### src/rtl/flag_goal_if.sv
// Bundle between the flag stage / player sprite / game controller and flag_goal.
// master drives the scene inputs and acknowledge; slave is the goal sequencer.
interface flag_goal_if;
    logic       frame_clk;
    logic [9:0] FlagX;
    logic [9:0] FlagY;
    logic [9:0] FlagWidth;
    logic [9:0] FlagHeight;
    logic [9:0] PlayerX;
    logic [9:0] PlayerY;
    logic [9:0] PlayerS;
    logic       Level_Ack;
    logic [9:0] FlagDropY;
    logic       Freeze;
    logic       Level_Done;
    logic [3:0] Bonus;
    logic [1:0] GoalState;

    modport master (
        output frame_clk, FlagX, FlagY, FlagWidth, FlagHeight,
               PlayerX, PlayerY, PlayerS, Level_Ack,
        input  FlagDropY, Freeze, Level_Done, Bonus, GoalState
    );

    modport slave (
        input  frame_clk, FlagX, FlagY, FlagWidth, FlagHeight,
               PlayerX, PlayerY, PlayerS, Level_Ack,
        output FlagDropY, Freeze, Level_Done, Bonus, GoalState
    );
endinterface

### src/rtl/flag_goal.sv
// End-of-level goal sequencer: player/flag contact, cloth slide, hold, level-done handshake.
// Optional height bonus is built only when FLAG_BONUS_EN is defined.
module flag_goal #(
    parameter int SLIDE_STEP  = 2,
    parameter int HOLD_FRAMES = 120
) (
    input logic        Clk,
    input logic        Reset_n,
    flag_goal_if.slave bus
);

    localparam int CNT_W = (HOLD_FRAMES > 1) ? $clog2(HOLD_FRAMES) : 1;
    localparam logic [CNT_W-1:0] HOLD_LOAD = CNT_W'(HOLD_FRAMES - 1);
    localparam logic [10:0]      STEP_11   = 11'(SLIDE_STEP);

    typedef enum logic [1:0] {
        IDLE  = 2'd0,
        SLIDE = 2'd1,
        HOLD  = 2'd2,
        DONE  = 2'd3
    } goal_state_t;

    function automatic logic [10:0] sat_sub(input logic [10:0] a, input logic [10:0] b);
        return (a > b) ? (a - b) : 11'd0;
    endfunction

    function automatic logic [10:0] add_11(input logic [9:0] a, input logic [10:0] b);
        return {1'b0, a} + b;
    endfunction

    // The cloth row is a 10-bit screen coordinate, so the landing row cannot exceed 1023.
    function automatic logic [10:0] clamp_row(input logic [10:0] row);
        return (row > 11'd1023) ? 11'd1023 : row;
    endfunction

`ifdef FLAG_BONUS_EN
    function automatic logic [3:0] bonus_sat(input logic [10:0] fb, input logic [9:0] py);
        logic [11:0] lim;
        logic [11:0] diff;
        lim = {1'b0, fb} + 12'd1;
        if ({2'b00, py} > lim) return 4'd0;
        diff = (lim - {2'b00, py}) >> 3;
        return (diff > 12'd15) ? 4'd15 : diff[3:0];
    endfunction
`endif

    goal_state_t       state_q, state_nx;
    logic [9:0]        drop_q, drop_nx;
    logic [CNT_W-1:0]  cnt_q, cnt_nx;
    logic              freeze_q, done_q;
    logic              frame_clk_d;
    logic [10:0]       step_p0;

    // Stage p0: live geometry and frame tick, all combinational from current inputs
    logic [10:0] half_w_p0, half_h_p0;
    logic [10:0] fl_p0, fr_p0, ft_p0, fb_p0, fb_row_p0;
    logic [10:0] pl_p0, pr_p0, pt_p0, pb_p0;
    logic        overlap_p0, tick_p0;

    assign half_w_p0  = {1'b0, bus.FlagWidth}  >> 1;
    assign half_h_p0  = {1'b0, bus.FlagHeight} >> 1;
    assign fl_p0      = sat_sub({1'b0, bus.FlagX}, half_w_p0);
    assign fr_p0      = sat_sub(add_11(bus.FlagX, half_w_p0), 11'd1);
    assign ft_p0      = sat_sub({1'b0, bus.FlagY}, half_h_p0);
    assign fb_p0      = sat_sub(add_11(bus.FlagY, half_h_p0), 11'd1);
    assign fb_row_p0  = clamp_row(fb_p0);
    assign pl_p0      = sat_sub({1'b0, bus.PlayerX}, {1'b0, bus.PlayerS});
    assign pr_p0      = add_11(bus.PlayerX, {1'b0, bus.PlayerS});
    assign pt_p0      = sat_sub({1'b0, bus.PlayerY}, {1'b0, bus.PlayerS});
    assign pb_p0      = add_11(bus.PlayerY, {1'b0, bus.PlayerS});
    assign overlap_p0 = (pl_p0 <= fr_p0) && (pr_p0 >= fl_p0) &&
                        (pt_p0 <= fb_p0) && (pb_p0 >= ft_p0);
    assign tick_p0    = bus.frame_clk & ~frame_clk_d;
    assign step_p0    = {1'b0, drop_q} + STEP_11;

`ifdef FLAG_BONUS_EN
    logic [3:0] bonus_q, bonus_nx;
`endif

    always_comb begin
        state_nx = state_q;
        drop_nx  = drop_q;
        cnt_nx   = cnt_q;
`ifdef FLAG_BONUS_EN
        bonus_nx = bonus_q;
`endif
        case (state_q)
            IDLE: begin
                drop_nx = ft_p0[9:0];
                if (tick_p0 && overlap_p0) begin
                    state_nx = SLIDE;
`ifdef FLAG_BONUS_EN
                    bonus_nx = bonus_sat(fb_p0, bus.PlayerY);
`endif
                end
            end
            SLIDE: begin
                if (tick_p0) begin
                    if (step_p0 >= fb_row_p0) begin
                        drop_nx  = fb_row_p0[9:0];
                        state_nx = HOLD;
                        cnt_nx   = HOLD_LOAD;
                    end else begin
                        drop_nx = step_p0[9:0];
                    end
                end
            end
            HOLD: begin
                if (tick_p0) begin
                    if (cnt_q == '0) state_nx = DONE;
                    else             cnt_nx   = cnt_q - 1'b1;
                end
            end
            DONE: begin
                if (bus.Level_Ack) begin
                    state_nx = IDLE;
                    drop_nx  = ft_p0[9:0];
`ifdef FLAG_BONUS_EN
                    bonus_nx = 4'd0;
`endif
                end
            end
            default: state_nx = IDLE;
        endcase
    end

    // Stage p1: registered state and outputs
    always_ff @(posedge Clk or negedge Reset_n) begin
        if (!Reset_n) begin
            state_q     <= IDLE;
            drop_q      <= 10'd0;
            cnt_q       <= '0;
            freeze_q    <= 1'b0;
            done_q      <= 1'b0;
            frame_clk_d <= 1'b1;
        end else begin
            state_q     <= state_nx;
            drop_q      <= drop_nx;
            cnt_q       <= cnt_nx;
            freeze_q    <= (state_nx != IDLE);
            done_q      <= (state_nx == DONE);
            frame_clk_d <= bus.frame_clk;
        end
    end

`ifdef FLAG_BONUS_EN
    always_ff @(posedge Clk or negedge Reset_n) begin
        if (!Reset_n) bonus_q <= 4'd0;
        else          bonus_q <= bonus_nx;
    end
    assign bus.Bonus = bonus_q;
`else
    assign bus.Bonus = 4'd0;
`endif

    assign bus.FlagDropY  = drop_q;
    assign bus.Freeze     = freeze_q;
    assign bus.Level_Done = done_q;
    assign bus.GoalState  = state_q;

endmodule

### src/flat_wrapper.sv
// flat-port wrapper written by rule: the top's interface ports become plain ports
module flag_goal_flat 
#(
    parameter int SLIDE_STEP  = 2,
    parameter int HOLD_FRAMES = 120
)
  (Clk, Reset_n, bus_frame_clk, bus_FlagX, bus_FlagY, bus_FlagWidth, bus_FlagHeight, bus_PlayerX, bus_PlayerY, bus_PlayerS, bus_Level_Ack, bus_FlagDropY, bus_Freeze, bus_Level_Done, bus_Bonus, bus_GoalState);
  flag_goal_if bus_i ();
  input logic Clk;
  input logic Reset_n;
  input wire logic [$bits(bus_i.frame_clk)-1:0] bus_frame_clk;
  input wire logic [$bits(bus_i.FlagX)-1:0] bus_FlagX;
  input wire logic [$bits(bus_i.FlagY)-1:0] bus_FlagY;
  input wire logic [$bits(bus_i.FlagWidth)-1:0] bus_FlagWidth;
  input wire logic [$bits(bus_i.FlagHeight)-1:0] bus_FlagHeight;
  input wire logic [$bits(bus_i.PlayerX)-1:0] bus_PlayerX;
  input wire logic [$bits(bus_i.PlayerY)-1:0] bus_PlayerY;
  input wire logic [$bits(bus_i.PlayerS)-1:0] bus_PlayerS;
  input wire logic [$bits(bus_i.Level_Ack)-1:0] bus_Level_Ack;
  output wire logic [$bits(bus_i.FlagDropY)-1:0] bus_FlagDropY;
  output wire logic [$bits(bus_i.Freeze)-1:0] bus_Freeze;
  output wire logic [$bits(bus_i.Level_Done)-1:0] bus_Level_Done;
  output wire logic [$bits(bus_i.Bonus)-1:0] bus_Bonus;
  output wire logic [$bits(bus_i.GoalState)-1:0] bus_GoalState;
  assign bus_i.frame_clk = bus_frame_clk;
  assign bus_i.FlagX = bus_FlagX;
  assign bus_i.FlagY = bus_FlagY;
  assign bus_i.FlagWidth = bus_FlagWidth;
  assign bus_i.FlagHeight = bus_FlagHeight;
  assign bus_i.PlayerX = bus_PlayerX;
  assign bus_i.PlayerY = bus_PlayerY;
  assign bus_i.PlayerS = bus_PlayerS;
  assign bus_i.Level_Ack = bus_Level_Ack;
  assign bus_FlagDropY = bus_i.FlagDropY;
  assign bus_Freeze = bus_i.Freeze;
  assign bus_Level_Done = bus_i.Level_Done;
  assign bus_Bonus = bus_i.Bonus;
  assign bus_GoalState = bus_i.GoalState;
  flag_goal #(.SLIDE_STEP(SLIDE_STEP), .HOLD_FRAMES(HOLD_FRAMES)) u_core (.Clk(Clk), .Reset_n(Reset_n), .bus(bus_i));
endmodule
### config.mk
export PLATFORM = sky130hd
export DESIGN_NAME = flag_goal_flat
export DESIGN_NICKNAME = d
export VERILOG_FILES = /design/src/rtl/flag_goal_if.sv /design/src/rtl/flag_goal.sv /design/src/flat_wrapper.sv
export SDC_FILE = /design/constraint.sdc
export NUM_CORES = 1
export LEC_CHECK = 0
export ABC_AREA = 1
export CAP_MARGIN = 25
export CORE_ASPECT_RATIO = 0.8
export CORE_MARGIN = 2
export CORE_UTILIZATION = 53
export DETAILED_ROUTE_END_ITERATION = 12
export PLACE_DENSITY = 0.84
export SETUP_SLACK_MARGIN = 0.2
export SYNTH_ARGS = -nofsm -noshare
export SYNTH_HDL_FRONTEND = slang
export SYNTH_SLANG_ARGS = --single-unit
export TNS_END_PERCENT = 20
### constraint.sdc
create_clock -name Clk -period 3 [get_ports Clk]
set_input_delay 0.6 -clock Clk [delete_from_list [all_inputs] [get_ports Clk]]
set_output_delay 0.6 -clock Clk [all_outputs]
set_load 0.005 [all_outputs]
## Word-level counts from Yosys, hierarchy flattened

Index checks and enable logic that the tools add are counted.

| storage, ports and cells | value |
|---|---|
| register bits after elaboration | 22 |
| input bits | 74 |
| output and inout port bits | 18 |
| word-level logic and storage cells | 75 |

| cells by class | value |
|---|---|
| $add $sub $neg | 12 |
| $lt $le $gt $ge | 12 |
| eq/ne operators | 9 |
| multiplexer cells | 23 |
| bitwise logic cells | 2 |
| reductions and logical operators | 11 |

Operators with widths:

| operator | number |
|---|---|
| $mux W11 | 7 |
| $ge A11 B11 Y1 | 3 |
| $mux W10 | 3 |
| $pmux W10 S3 | 1 |
| $mux W7 | 4 |
| $add A10 B10 Y11 | 2 |
| $add A10 B9 Y11 | 2 |
| $gt A11 B1 Y1 const B | 2 |
| $le A11 B11 Y1 | 2 |
| $sub A10 B10 Y11 | 2 |
| $sub A10 B9 Y11 | 2 |
| $sub A11 B1 Y11 const B | 2 |
| $gt A10 B10 Y1 | 2 |
| $gt A10 B9 Y1 | 2 |
| $pmux W7 S2 | 1 |
| $mux W2 | 6 |
| $add A10 B2 Y11 const B | 1 |
| $gt A11 B10 Y1 const B | 1 |
| $pmux W2 S4 | 1 |
| $logic_not A7 Y1 | 1 |
| $sub A7 B1 Y7 const B | 1 |
| $eq A2 B2 Y1 const B | 3 |
| $ne A2 B1 Y1 const B | 3 |
| $reduce_and A5 Y1 | 1 |
| 9 further kinds | 14 |

## Depth between registers and ports, before layout

Gate-level depths: netlist of the first run.

| depth | value |
|---|---|
| depth in word-level cells | 11 |
| gate-level depth with buffers | 33 |
| mapped depth without buffers | 31 |

## Worst setup path before layout of the first run

No wires, ideal clock.

| timing | value |
|---|---|
| kind | input -> register |
| start point | in bus_FlagHeight[1] |
| end point | reg u_core.cnt_q[1] |
| setup time | 0.119 ns |
| arrival time | 4.023 ns |
| path slack | -1.142 ns |
| stages | 28 |
| buffers on the path | 1 |
| cells stage by stage | ha_1 > fa_1 > inv_1 > ha_1 > inv_1 > nor2_8 > nand2_4 > nor2_4 > nand2_2 > nor2_2 > nand2_1 > nand2_1 > nand3_2 > buf_6 > nand2_2 > inv_1 > ha_1 > a21oi_1 > o21ai_0 > nand2_1 > nand2_1 > a31oi_1 > nand2_1 > nor2_4 > nor2_1 > nand2_2 > inv_1 > o21a_1 |

| between the ends | value |
|---|---|
| longest elaborated chain between the ends | 8 |
| elaborated cells between the ends (all ways) | 9 |

RTL lines:

| what | line | RTL |
|---|---|---|
| start: declaration | flat_wrapper.sv:15 | `input wire logic [$bits(bus_i.FlagHeight)-1:0] bus_FlagHeight;` |
| $add A10 B9 Y11 (*) | flag_goal.sv:28 | `return {1'b0, a} + b;` |
| $sub A11 B1 Y11 / $gt A11 B1 Y1 (equally long branches) | flag_goal.sv:24 | `return (a > b) ? (a - b) : 11'd0;` |
| $mux W11 (*) | flag_goal.sv:24 |  |
| $gt A11 B10 Y1 | flag_goal.sv:33 | `return (row > 11'd1023) ? 11'd1023 : row;` |
| $mux W11 (*) | flag_goal.sv:33 |  |
| $ge A11 B11 Y1 (*) | flag_goal.sv:99 | `if (step_p0 >= fb_row_p0) begin` |
| $ne A2 B1 Y1 (no line) (*) | n/a |  |
| $reduce_and A5 Y1 (no line) (*) | n/a |  |
| end signal: assignment | flag_goal.sv:139 | `cnt_q <= cnt_nx;` |
| end: declaration | flag_goal.sv:49 | `logic [CNT_W-1:0] cnt_q, cnt_nx;` |

Mark *: on every way between the ends. The rest lies on a longest branch, timed or not.
A chain may end at the register's enable or synchronous reset.

## Final worst setup path of the first run

| timing | value |
|---|---|
| start point | in bus_FlagY[0] |
| end point | reg u_core.drop_q[8] (netlist: u_core.bus.FlagDropY[8]) |

| between the ends | value |
|---|---|
| longest elaborated chain between the ends | 9 |
| elaborated cells between the ends (all ways) | 14 |

RTL lines:

| what | line | RTL |
|---|---|---|
| start: declaration | flat_wrapper.sv:13 | `input wire logic [$bits(bus_i.FlagY)-1:0] bus_FlagY;` |
| $add A10 B9 Y11 | flag_goal.sv:28 |  |
| $sub A11 B1 Y11 / $gt A11 B1 Y1 (equally long branches) | flag_goal.sv:24 |  |
| $mux W11 | flag_goal.sv:24 |  |
| $gt A11 B10 Y1 | flag_goal.sv:33 |  |
| $mux W11 | flag_goal.sv:33 |  |
| $ge A11 B11 Y1 | flag_goal.sv:99 |  |
| $mux W10 | flag_goal.sv:99 |  |
| $mux W10 | flag_goal.sv:98 | `if (tick_p0) begin` |
| $pmux W10 S3 (*) | flag_goal.sv:87 | `case (state_q)` |
| end signal: assignment | flag_goal.sv:138 | `drop_q <= drop_nx;` |
| end: declaration | flag_goal.sv:48 | `logic [9:0] drop_q, drop_nx;` |

Mark *: on every way between the ends. The rest lies on a longest branch, timed or not. The select of a mux whose other input is x is not followed.

==> results of run 1 <==
-- cells in the mapped netlist (all sizes together) (16+ instances only) --
cell	number
nor2	93
buf	17
dfrtp	21
inv	185
o21ai	53
ha	137
nand4	20
nor3	16
nand2	279
nand3	81
xor2	32
a21oi	87
-- worst reg2reg max path: stages (launching register included) --
cell and delay, ns:
dfrtp_1 0.39, ha_1 0.20, nand2_1 0.06, nor2_1 0.15, nand3_1 0.15, nor2_1 0.13
nand2_1 0.07, xor2_1 0.19, inv_1 0.11, ha_4 0.28, nand2_2 0.06, nor2_2 0.14
buf_4 0.14, a31oi_4 0.07, buf_4 0.15, buf_4 0.13, a21oi_4 0.15, buf_4 0.17
nand2_1 0.07, nand3_1 0.08, nand2_1 0.08, inv_1 0.07
-- cell families (layout without fill, tap and decap cells) --
kind of cell,Yosys count,after routing
buf+inv,213,553
compound gates,180,180
flops,22,22
simple gates,521,521
other cells,2,5
fa+ha+maj,145,145
xor+xnor,40,40
-- path summary, 6_finish.rpt --
kind                                          from                      end  slack (ns)
min in group asynchronous                  Reset_n  u_core.bus.FlagDropY[0]        0.70
hold / removal                     u_core.cnt_q[1]          u_core.cnt_q[1]        0.52
setup reg to reg           u_core.bus.FlagDropY[2]  u_core.bus.FlagDropY[8]       -0.12
max in group asynchronous                  Reset_n       u_core.frame_clk_d        2.02
hold reg to reg                    u_core.cnt_q[1]          u_core.cnt_q[1]        0.52
setup / recovery                      bus_FlagY[0]  u_core.bus.FlagDropY[8]       -1.22
-- routing by layer --
| metal | vias up | part of all wire, % | track usage (%) |
|---|---|---|---|
| met5 | - | 0 | 0 |
| met4 | 0 | 7.0 | 10.6 |
| met3 | 256 | 10 | 2.45 |
| met2 | 838 | 44 | 58.0 |
| met1 | 4435 | 39 | 45.0 |
| li1 | 4347 | - | - |
-- power breakdown --
part           internal, W  switching (W)  total [W]
registers         0.000424       0.000135   0.000560
logic              0.00191        0.00235    0.00426
clock network     0.000265       0.000117   0.000383
-- state kept, by name, summed over array words and instances (netlist names) --
| signal | count |
|---|---|
| u_core.bus.FlagDropY | 10 |
| u_core.cnt_q | 7 |
| u_core.bus.GoalState | 2 |
| u_core.bus.Freeze | 1 |
| u_core.bus.Level_Done | 1 |
| u_core.frame_clk_d | 1 |
-- final cells by class --
type / count / area (um2) / area share, %
Timing Repair Buffer: 363 / 2970 / 27.0
Inverter: 186 / 711 / 6.45
Clock inverter: 1 / 30.0 / 0.273
Sequential cell: 22 / 552 / 5.01
Tap cell: 175 / 219 / 1.99
Multi-Input combinational cell: 891 / 6450 / 58.6
Clock buffer: 3 / 75.1 / 0.682
-- timing repair --
action / 4_1_cts / 5_1_grt
buffers inserted: 9 / 6
pin swaps: 43 / 44
endpoints found under the setup margin: 20 / 20
gates cloned: 0 / 1
resized for setup: 118 / 98
-- stage by stage --
step                      worst slack [ns]  TNS, ns
final                                -1.22   -22.54
after global routing                 -1.35   -25.57
after CTS                           -0.818   -14.91
after detailed placement             -1.74   -31.79
after global placement               -1.53   -28.53
after floorplan                     -0.862   -14.22
==> summary.md, run 1 <==
| Metric | Value |
|---|---|
| Final ANT Viol Nets | 0 |
| Final hold slack | 0.522 ns |
| Num CTS Buffers | 3 |
| RSZ-0062 raised after global routing | true |
| Crit path depth | 29 |
| Finish-stage setup viols | 20 |
| Failing checks | setup timing |
| Routed WL | 29900 um |
| Fin crit share | 141% |
| Async SR Flop Fraction | 100% |
| Initial antenna violation count | 0 |
| Layout Nets | 1686 |
| Port Buffers | 85 |
| Top FF cell, synth | dfrtp_1 |
| Clock-pin slew on the worst setup and hold paths | 0.07 ns |
| Hold Buf Count CTS | 0 |
| Hold Crit Depth | 1 |
| PwrDens | 472 nW/um2 |
| Setup CP Type | input port to flip-flop |
| Boundary pin count | 92 |
| CP required | 3.20 ns |
| Core ar. | 13000 um2 |
| RePlAce Congestion | 0.990 |
| CTS H-tree lvls | 1 |
| Reg2Reg Depth | 21 |
| Post-placement cell count | 1621 |
| Pin count of the biggest net entering global routing | 23 |
| Max-cap viol count | 0 |
| Commonest non-fill, non-tap cells in the layout | 270 x buf_4, 223 x nand2_1, 152 x inv_1 |
| Die W | 134 um |
| CP Launch Type | input port |
| Hold Vio Cnt, Final | 0 |
| Area growth from synthesis to layout | 54.5% |
| P_leak | 5.75 nW |
| PnR worst setup slack | -1.22 ns |
| Share of the synthesized area in the top cell type | 24.0% |
| Synth area leader | ha_1 |
| Main combinational cell family by area after synthesis | simple AND/OR/NAND/NOR gates |
| Number of synthesized flops with an enable pin | 0 |
| CP Buf/Inv Count | 9 |
| Clk Latency, worst-skew pair | 0.26 ns |
| Root buf cell | clkbuf_16 |
| Ant diodes | 0 |
| Worst hold path class | flip-flop to flip-flop |
| Synth Area in XOR/XNOR | 4.91% |
| Yosys cell types | 54 |
| Crit-path max FO | 7 |
| Average cell area after synthesis | 6.35 um2 |
| CTS max path bufs | 2 |
| Non-Filler Instances | 1641 |
| Die ar. | 14400 um2 |
| Post-Synthesis Cells | 1123 |
| Mux cell area share after synthesis | 0% |
| Syn Std Cell Area | 7130 um2 |
| Row count | 37 |
| Via count | 9876 |
| Worst vdd ir | 366 uV |
| Top delay family on crit path | simple AND/OR/NAND/NOR gates |
| Clock sink count | 22 |
| Placed cell areas | 10100 um2 |
| Syn. warnings | 0 |
| Register area share after synthesis | 7.74% |
| Max Slew Vio Count | 0 |
| First-pass GRT wire length | 40100 um |
| Gr ovfl total | 0 |
| Post-route cell area | 11000 um2 |
| Vias in the first global route | 8796 |
| Initial Util | 54.8% |
| Crit path time final | 4.22 ns |
| CP most frequent cell | nand2_2 |
| Fillers | 668 |
| Layout cells sized above 1 | 34.0% |
| Top cells by area, synth | ha_1 24%, nand2_1 13%, inv_1 9.2%, dfrtp_1 7.4%, a21oi_1 5.8% |
| CP arrival | 4.41 ns |
| Max Clock Skew | 0.00446 ns |
| Register bit total from synthesis | 22 |
| Status | complete, but fails checks |
| GRT Util Overall | 33.7% |
| Achievable clock frequency | 0.237 GHz |
| Slowest cell delay on critical path | 0.46 ns |
| DRC violations left | 0 |
| Die H | 108 um |
| Crit path max-delay cell type | fa_2 |
| First drt pass iteration count | 8 |
| CTS tree | built |
| Post-DP HPWL | 19300 um |
| Simple-gate share of the synthesized area | 33.6% |
| Power, Total | 0.00520 W |
| Via density | 6.02 |
| Adder-Cell Fraction of Synth Area | 26.3% |
| Avg WL per Cell | 18.2 um |
| Post-layout util | 84.6% |
| Worst Setup End Kind | flip-flop |
| Starting DRT DRC Count | 1345 |
| Commonest non-fill, non-tap cell in the layout | buf_4 |
| Compound-Gate Fraction of Synth Area | 14.5% |
(Power assumes the default switching activity.)
==> run 2, diff against run 1 <==
--- a/config.mk
+++ b/config.mk
@@ -6,12 +6,15 @@
 export NUM_CORES = 1
 export LEC_CHECK = 0
 export ABC_AREA = 1
+export ABC_CLOCK_PERIOD_IN_PS = 3000
 export CAP_MARGIN = 25
+export CELL_PAD_IN_SITES_DETAIL_PLACEMENT = 0
+export CELL_PAD_IN_SITES_GLOBAL_PLACEMENT = 1
 export CORE_ASPECT_RATIO = 0.8
 export CORE_MARGIN = 2
-export CORE_UTILIZATION = 53
+export CORE_UTILIZATION = 37
 export DETAILED_ROUTE_END_ITERATION = 12
-export PLACE_DENSITY = 0.84
+export PLACE_DENSITY = 0.77
 export SETUP_SLACK_MARGIN = 0.2
 export SYNTH_ARGS = -nofsm -noshare
 export SYNTH_HDL_FRONTEND = slang
==> run 2 against run 1 <==
  * The run still ends with setup timing left
  * Wire length shrank 21%
  * Non-clock buffer count rose by 38
  * Die area is 42% higher
  * Largest cell class unchanged
  * Largest power group unchanged
  * Sequential cell count unchanged
  * Register-to-register slack improved by 0.24 ns
  * Critical path depth fell by 1
  * Global-route usage shrank 11 points
  * Final cell count up 7.5%
==> summary.md, run 2 (synthesis results as in run 1) <==
| Metric | Value |
|---|---|
| Status | complete, but fails checks |
| Failing checks | setup timing |
| GRT Util Overall | 22.7% |
| Via density | 4.72 |
| Commonest non-fill, non-tap cell in the layout | buf_4 |
| Initial antenna violation count | 0 |
| Crit path time final | 3.79 ns |
| Initial Util | 37.7% |
| Fin crit share | 126% |
| Boundary pin count | 92 |
| RePlAce Congestion | 0.897 |
| Switching Share | 47.2% |
| Finish-stage setup viols | 20 |
| Sw Pwr | 0.00234 W |
| Setup CP Type | input port to flip-flop |
| Port Buffers | 85 |
| Die H | 128 um |
| Flop pwr share | 11.0% |
| Max Slew Vio Count | 0 |
| PnR worst setup slack | -0.790 ns |
| Post-DP HPWL | 19200 um |
| Die W | 159 um |
| Power share of the combinational group | 81.5% |
| Worst vdd ir | 314 uV |
| Worst Setup End Kind | flip-flop |
| DRC violations left | 0 |
| First drt pass iteration count | 5 |
| Starting DRT DRC Count | 516 |
| Avg WL per Cell | 13.3 um |
| Clock-pin slew on the worst setup and hold paths | 0.06 ns |
| Via count | 8330 |
| Vias in the first global route | 7937 |
| Crit-path max FO | 6 |
| First-pass GRT wire length | 38800 um |
| Hold Crit Depth | 1 |
| CTS H-tree lvls | 1 |
| Layout Nets | 1726 |
| Routed WL | 23500 um |
| Fillers | 1836 |
| RSZ-0062 raised after global routing | true |
| Root buf cell | clkbuf_16 |
| Max Clock Skew | 0.00432 ns |
| CP Launch Type | input port |
| Num CTS Buffers | 3 |
| Hold Buf Count CTS | 0 |
| Setup_tns | -14.42 ns |
| Placed cell areas | 10400 um2 |
| Worst hold path class | flip-flop to flip-flop |
| Row count | 45 |
| Non-Filler Instances | 1764 |
| CTS tree | built |
| Max reg flops | 10 |
| Commonest non-fill, non-tap cells in the layout | 307 x buf_4, 226 x nand2_1, 149 x inv_1 |
| Clock sink count | 22 |
| Layout cells sized above 1 | 37.1% |
| Ant diodes | 0 |
| Post-placement cell count | 1734 |
| CP arrival | 3.94 ns |
| PwrDens | 431 nW/um2 |
| Achievable clock frequency | 0.264 GHz |
| CP required | 3.15 ns |
| Die ar. | 20400 um2 |
| Hold Vio Cnt, Final | 0 |
| Max-cap viol count | 0 |
| Pin count of the biggest net entering global routing | 23 |
| Clk Latency, worst-skew pair | 0.26 ns |
| Reg2Reg Depth | 19 |
| Area growth from synthesis to layout | 62.0% |
| Post-route cell area | 11500 um2 |
| P_leak | 5.95 nW |
| Core ar. | 18900 um2 |
| Gr ovfl total | 0 |
| Post-layout util | 61.0% |
| P_int | 0.00263 W |
| Clock Power Share | 7.5% |
| CTS max path bufs | 2 |
| Final ANT Viol Nets | 0 |
==> run 2: cell count changes in the layout (fill, tap and decap cells not counted), moves of 5 or more <==
cell,change
buf_4,+37
o21ai_1,+9
nand3_2,+5
dlygate4sd2_1,+11
o21ai_0,-5
o21ai_2,-5
clkdlybuf4s50_1,-9
nand3_1,-6
ha_1,-5
==> run 2: metal layers <==
| metal | vias up | track usage (%) | wire length, um |
|---|---|---|---|
| li1 | 4420 | - | - |
| met1 | 3757 | 35.5 | 12900 |
| met2 | 145 | 35.9 | 9820 |
| met3 | 8 | 1.00 | 701 |
| met4 | 0 | 1.34 | 66 |
| met5 | - | 0 | 0 |
==> run 2: power by group through the flow <==
stage | Sequential (W) | Clock, W | Combinational, W
global placement | 0.000549 | 0 | 0.00345
floorplan | 0.000534 | 0 | 0.00206
finish | 0.000549 | 0.000373 | 0.00405
detailed placement | 0.000547 | 0 | 0.00349
global route | 0.000570 | 0.000390 | 0.00449
CTS | 0.000546 | 0.000378 | 0.00382
==> run 2: per-stage QoR <==
stage	hold slack, ns	worst slack, ns	total power (W)
floorplan	0.304	-0.862	0.00259
global placement	0.502	-1.61	0.00400
detailed placement	0.508	-1.72	0.00404
CTS	0.530	-0.739	0.00475
global route	0.562	-1.01	0.00545
finish	0.528	-0.790	0.00497
==> run 2: timing repair <==
action | in CTS | in global routing
resized for setup | 199 | 61
cloned | 2 | 0
endpoints found under the setup margin | 20 | 20
setup buffers | 19 | 5
pin swaps | 76 | 33
==> run 2: cell type report <==
cell class	instances	area [um2]	area share (%)
inverter	186	708	6.13
clock inverter	1	30.0	0.260
clock buffer	3	75.1	0.650
multi-input combinational	893	6630	57.4
sequential	22	552	4.78
tap	258	323	2.80
timing repair buffer	401	3230	28.0
==> run 2: worst paths after layout <==
path	start	end	slack, ns
min reg2reg	u_core.cnt_q[1]	u_core.cnt_q[1]	0.53
min in group asynchronous	Reset_n	u_core.cnt_q[3]	0.69
max	bus_FlagY[0]	u_core.cnt_q[1]	-0.79
min	u_core.cnt_q[1]	u_core.cnt_q[1]	0.53
max reg2reg	u_core.bus.FlagDropY[1]	u_core.cnt_q[3]	0.12
max in group asynchronous	Reset_n	u_core.frame_clk_d	2.04
==> run 2: worst max-delay path, cell delays in order <==
cell and delay [ns]:
buf_8 0.10, ha_4 0.16, fa_2 0.44, inv_4 0.11, ha_4 0.14, inv_4 0.04, nor2_8 0.09, nand2_4 0.06
nor2_4 0.09, nand2_2 0.08, nor2_4 0.14, nand2_2 0.09, nand2_4 0.10, nand3_4 0.14, nand2_2 0.12, inv_2 0.04
ha_4 0.22, a21oi_2 0.11, o21ai_1 0.08, nand2_1 0.07, nand2_2 0.07, a31oi_4 0.15, nand2_2 0.11, nor2_4 0.17
nor2_2 0.06, nand2_2 0.11, inv_2 0.07, o21a_1 0.17
==> run 3, diff against run 2 <==
--- a/config.mk
+++ b/config.mk
@@ -6,15 +6,15 @@
 export NUM_CORES = 1
 export LEC_CHECK = 0
 export ABC_AREA = 1
-export ABC_CLOCK_PERIOD_IN_PS = 3000
+export ABC_CLOCK_PERIOD_IN_PS = 4800
 export CAP_MARGIN = 25
 export CELL_PAD_IN_SITES_DETAIL_PLACEMENT = 0
 export CELL_PAD_IN_SITES_GLOBAL_PLACEMENT = 1
 export CORE_ASPECT_RATIO = 0.8
 export CORE_MARGIN = 2
-export CORE_UTILIZATION = 37
+export CORE_UTILIZATION = 44
 export DETAILED_ROUTE_END_ITERATION = 12
-export PLACE_DENSITY = 0.77
+export PLACE_DENSITY = 0.86
 export SETUP_SLACK_MARGIN = 0.2
 export SYNTH_ARGS = -nofsm -noshare
 export SYNTH_HDL_FRONTEND = slang
==> constraint.sdc (replaced) <==
create_clock -name Clk -period 4.8 [get_ports Clk]
set_input_delay 0.96 -clock Clk [delete_from_list [all_inputs] [get_ports Clk]]
set_output_delay 0.96 -clock Clk [all_outputs]
set_load 0.005 [all_outputs]
==> run 3 against run 2 <==
  * Clock power shrank 36%
  * The flow now finishes without violations
  * Sequential power shrank 37%
  * Global-route usage shrank 0.096 points
  * Worst hold slack lost 0.013 ns
==> summary.md, run 3 (synthesis results as in run 1) <==
| Metric | Value |
|---|---|
| RSZ-0062 raised after global routing | false |
| Commonest non-fill, non-tap cells in the layout | 237 x nand2_1, 167 x inv_1, 121 x ha_1 |
| Initial antenna violation count | 0 |
| CP required | 5.00 ns |
| PwrDens | 291 nW/um2 |
| Clock-pin slew on the worst setup and hold paths | 0.06 ns |
| Worst vdd ir | 182 uV |
| Worst Setup End Kind | flip-flop |
| Vias in the first global route | 6717 |
| Row count | 41 |
| Crit path time final | 4.35 ns |
| Area growth from synthesis to layout | 28.6% |
| Post-placement cell count | 1468 |
| Slowest cell delay on critical path | 0.48 ns |
| Layout cells sized above 1 | 18.3% |
| Crit-path max FO | 7 |
| Clock sink count | 22 |
| Layout Nets | 1489 |
| Max Clock Skew | 0.00290 ns |
| Post-route cell area | 9170 um2 |
| Reg2Reg Depth | 22 |
| Post-DP HPWL | 16800 um |
| Hold Vio Cnt, Final | 0 |
| Crit. Startpoint | bus_FlagHeight[5] |
| Power share of the combinational group | 78.2% |
| P_int | 0.00135 W |
| Max Slew Vio Count | 0 |
| Gr ovfl total | 0 |
| Slew @ Worst Pin | 0.614 ns |
| Setup CP Type | input port to flip-flop |
| Status | complete, no violations |
| Max reg flops | 10 |
| Crit path max-delay cell type | clkdlybuf4s50_1 |
| CTS max path bufs | 2 |
| Routed WL | 19900 um |
| Commonest non-fill, non-tap cell in the layout | nand2_1 |
| GRT Util Overall | 22.6% |
| First-pass GRT wire length | 32600 um |
| Port Buffers | 85 |
| Starting DRT DRC Count | 457 |
| CP arrival | 4.55 ns |
| Worst r2r src | u_core.bus.FlagDropY[1] |
| Pin count of the biggest net entering global routing | 23 |
| Hold Crit Depth | 1 |
| Max_slew headroom | 58.9% |
| P_leak | 4.76 nW |
| Placed cell areas | 8590 um2 |
| Setup_tns | 0 ns |
| CTS tree | built |
| Via count | 7410 |
| Die W | 146 um |
| Power, Total | 0.00267 W |
| Via density | 4.99 |
| Ant diodes | 0 |
| First drt pass iteration count | 7 |
| RePlAce Congestion | 0.898 |
| Die H | 118 um |
| Sw Pwr | 0.00132 W |
| Non-Filler Instances | 1484 |
| Clock Power Share | 8.9% |
| Core ar. | 15800 um2 |
| Final ANT Viol Nets | 0 |
| Worst hold path class | flip-flop to flip-flop |
| Achievable clock frequency | 0.230 GHz |
| Die ar. | 17200 um2 |
| Max-cap viol count | 0 |
| Finish-stage setup viols | 0 |
| Boundary pin count | 92 |
| Initial Util | 45.1% |
| Flop pwr share | 12.9% |
| CTS H-tree lvls | 1 |
| Num CTS Buffers | 3 |
| DRC violations left | 0 |
| Root buf cell | clkbuf_16 |
| Critical hold path startpoint | u_core.cnt_q[1] |
| Clk Latency, worst-skew pair | 0.26 ns |
| CP most frequent cell | nand2_1 |
| Fin crit share | 90.6% |
| Switching Share | 49.3% |
| Avg WL per Cell | 13.4 um |
| CP Launch Type | input port |
[run 3: worst max-delay path, delay by kind of cell]
kind | cells | cell delay [ns]
fa+ha+maj | 2 | 0.46
buf+inv | 9 | 1.10
simple gates | 19 | 1.58
compound gates | 3 | 0.41
[run 3: path summary, 6_finish.rpt]
kind | slack, ns | endpoint
setup / recovery | 0.45 | u_core.bus.FlagDropY[8]
hold / removal | 0.51 | u_core.cnt_q[1]
setup reg to reg | 1.85 | u_core.bus.FlagDropY[8]
hold reg to reg | 0.51 | u_core.cnt_q[1]
max in group asynchronous | 3.30 | u_core.frame_clk_d
min in group asynchronous | 0.99 | u_core.cnt_q[0]
[run 3: power by group through the flow]
stage	logic, W	registers, W	clock network [W]
2_1_floorplan	0.00124	0.000334	0
3_3_place_gp	0.00186	0.000343	0
3_5_place_dp	0.00189	0.000346	0
4_1_cts	0.00194	0.000345	0.000239
5_1_grt	0.00235	0.000359	0.000248
6_report	0.00208	0.000345	0.000237
[run 3: stage by stage]
step           utilization [%]  hold slack (ns)  worst slack (ns)
2_1_floorplan                -            0.475             0.298
4_1_cts                   55.7            0.519             0.206
5_1_grt                   58.0            0.552             0.111
3_3_place_gp              54.4            0.495            -0.234
3_5_place_dp              54.4            0.503            -0.317
6_report                  58.0            0.515             0.453
[run 3: routing by layer]
| layer | part of all wire [%] | global-route usage, % |
|---|---|---|
| met5 | 0 | 0 |
| met2 | 39 | 31.9 |
| met3 | 4.7 | 1.05 |
| met1 | 56 | 38.5 |
| met4 | 0.27 | 1.46 |
[run 3: cell type report]
class / instances / area, um2
fillers: 1592 / 6630
multi-input cells: 891 / 6040
repair buffers: 166 / 1500
inverters: 186 / 703
flip-flops and latches: 22 / 552
well taps: 215 / 269
clock buffers: 3 / 75.1
clock inverters: 1 / 30.0
[run 3: repair_timing]
item	CTS	global route
gates resized for setup	24	80
endpoints found under the hold margin	0	0
pin swaps	11	34
setup buffers	5	6
hold buffers	0	0
setup endpoints to repair	20	20
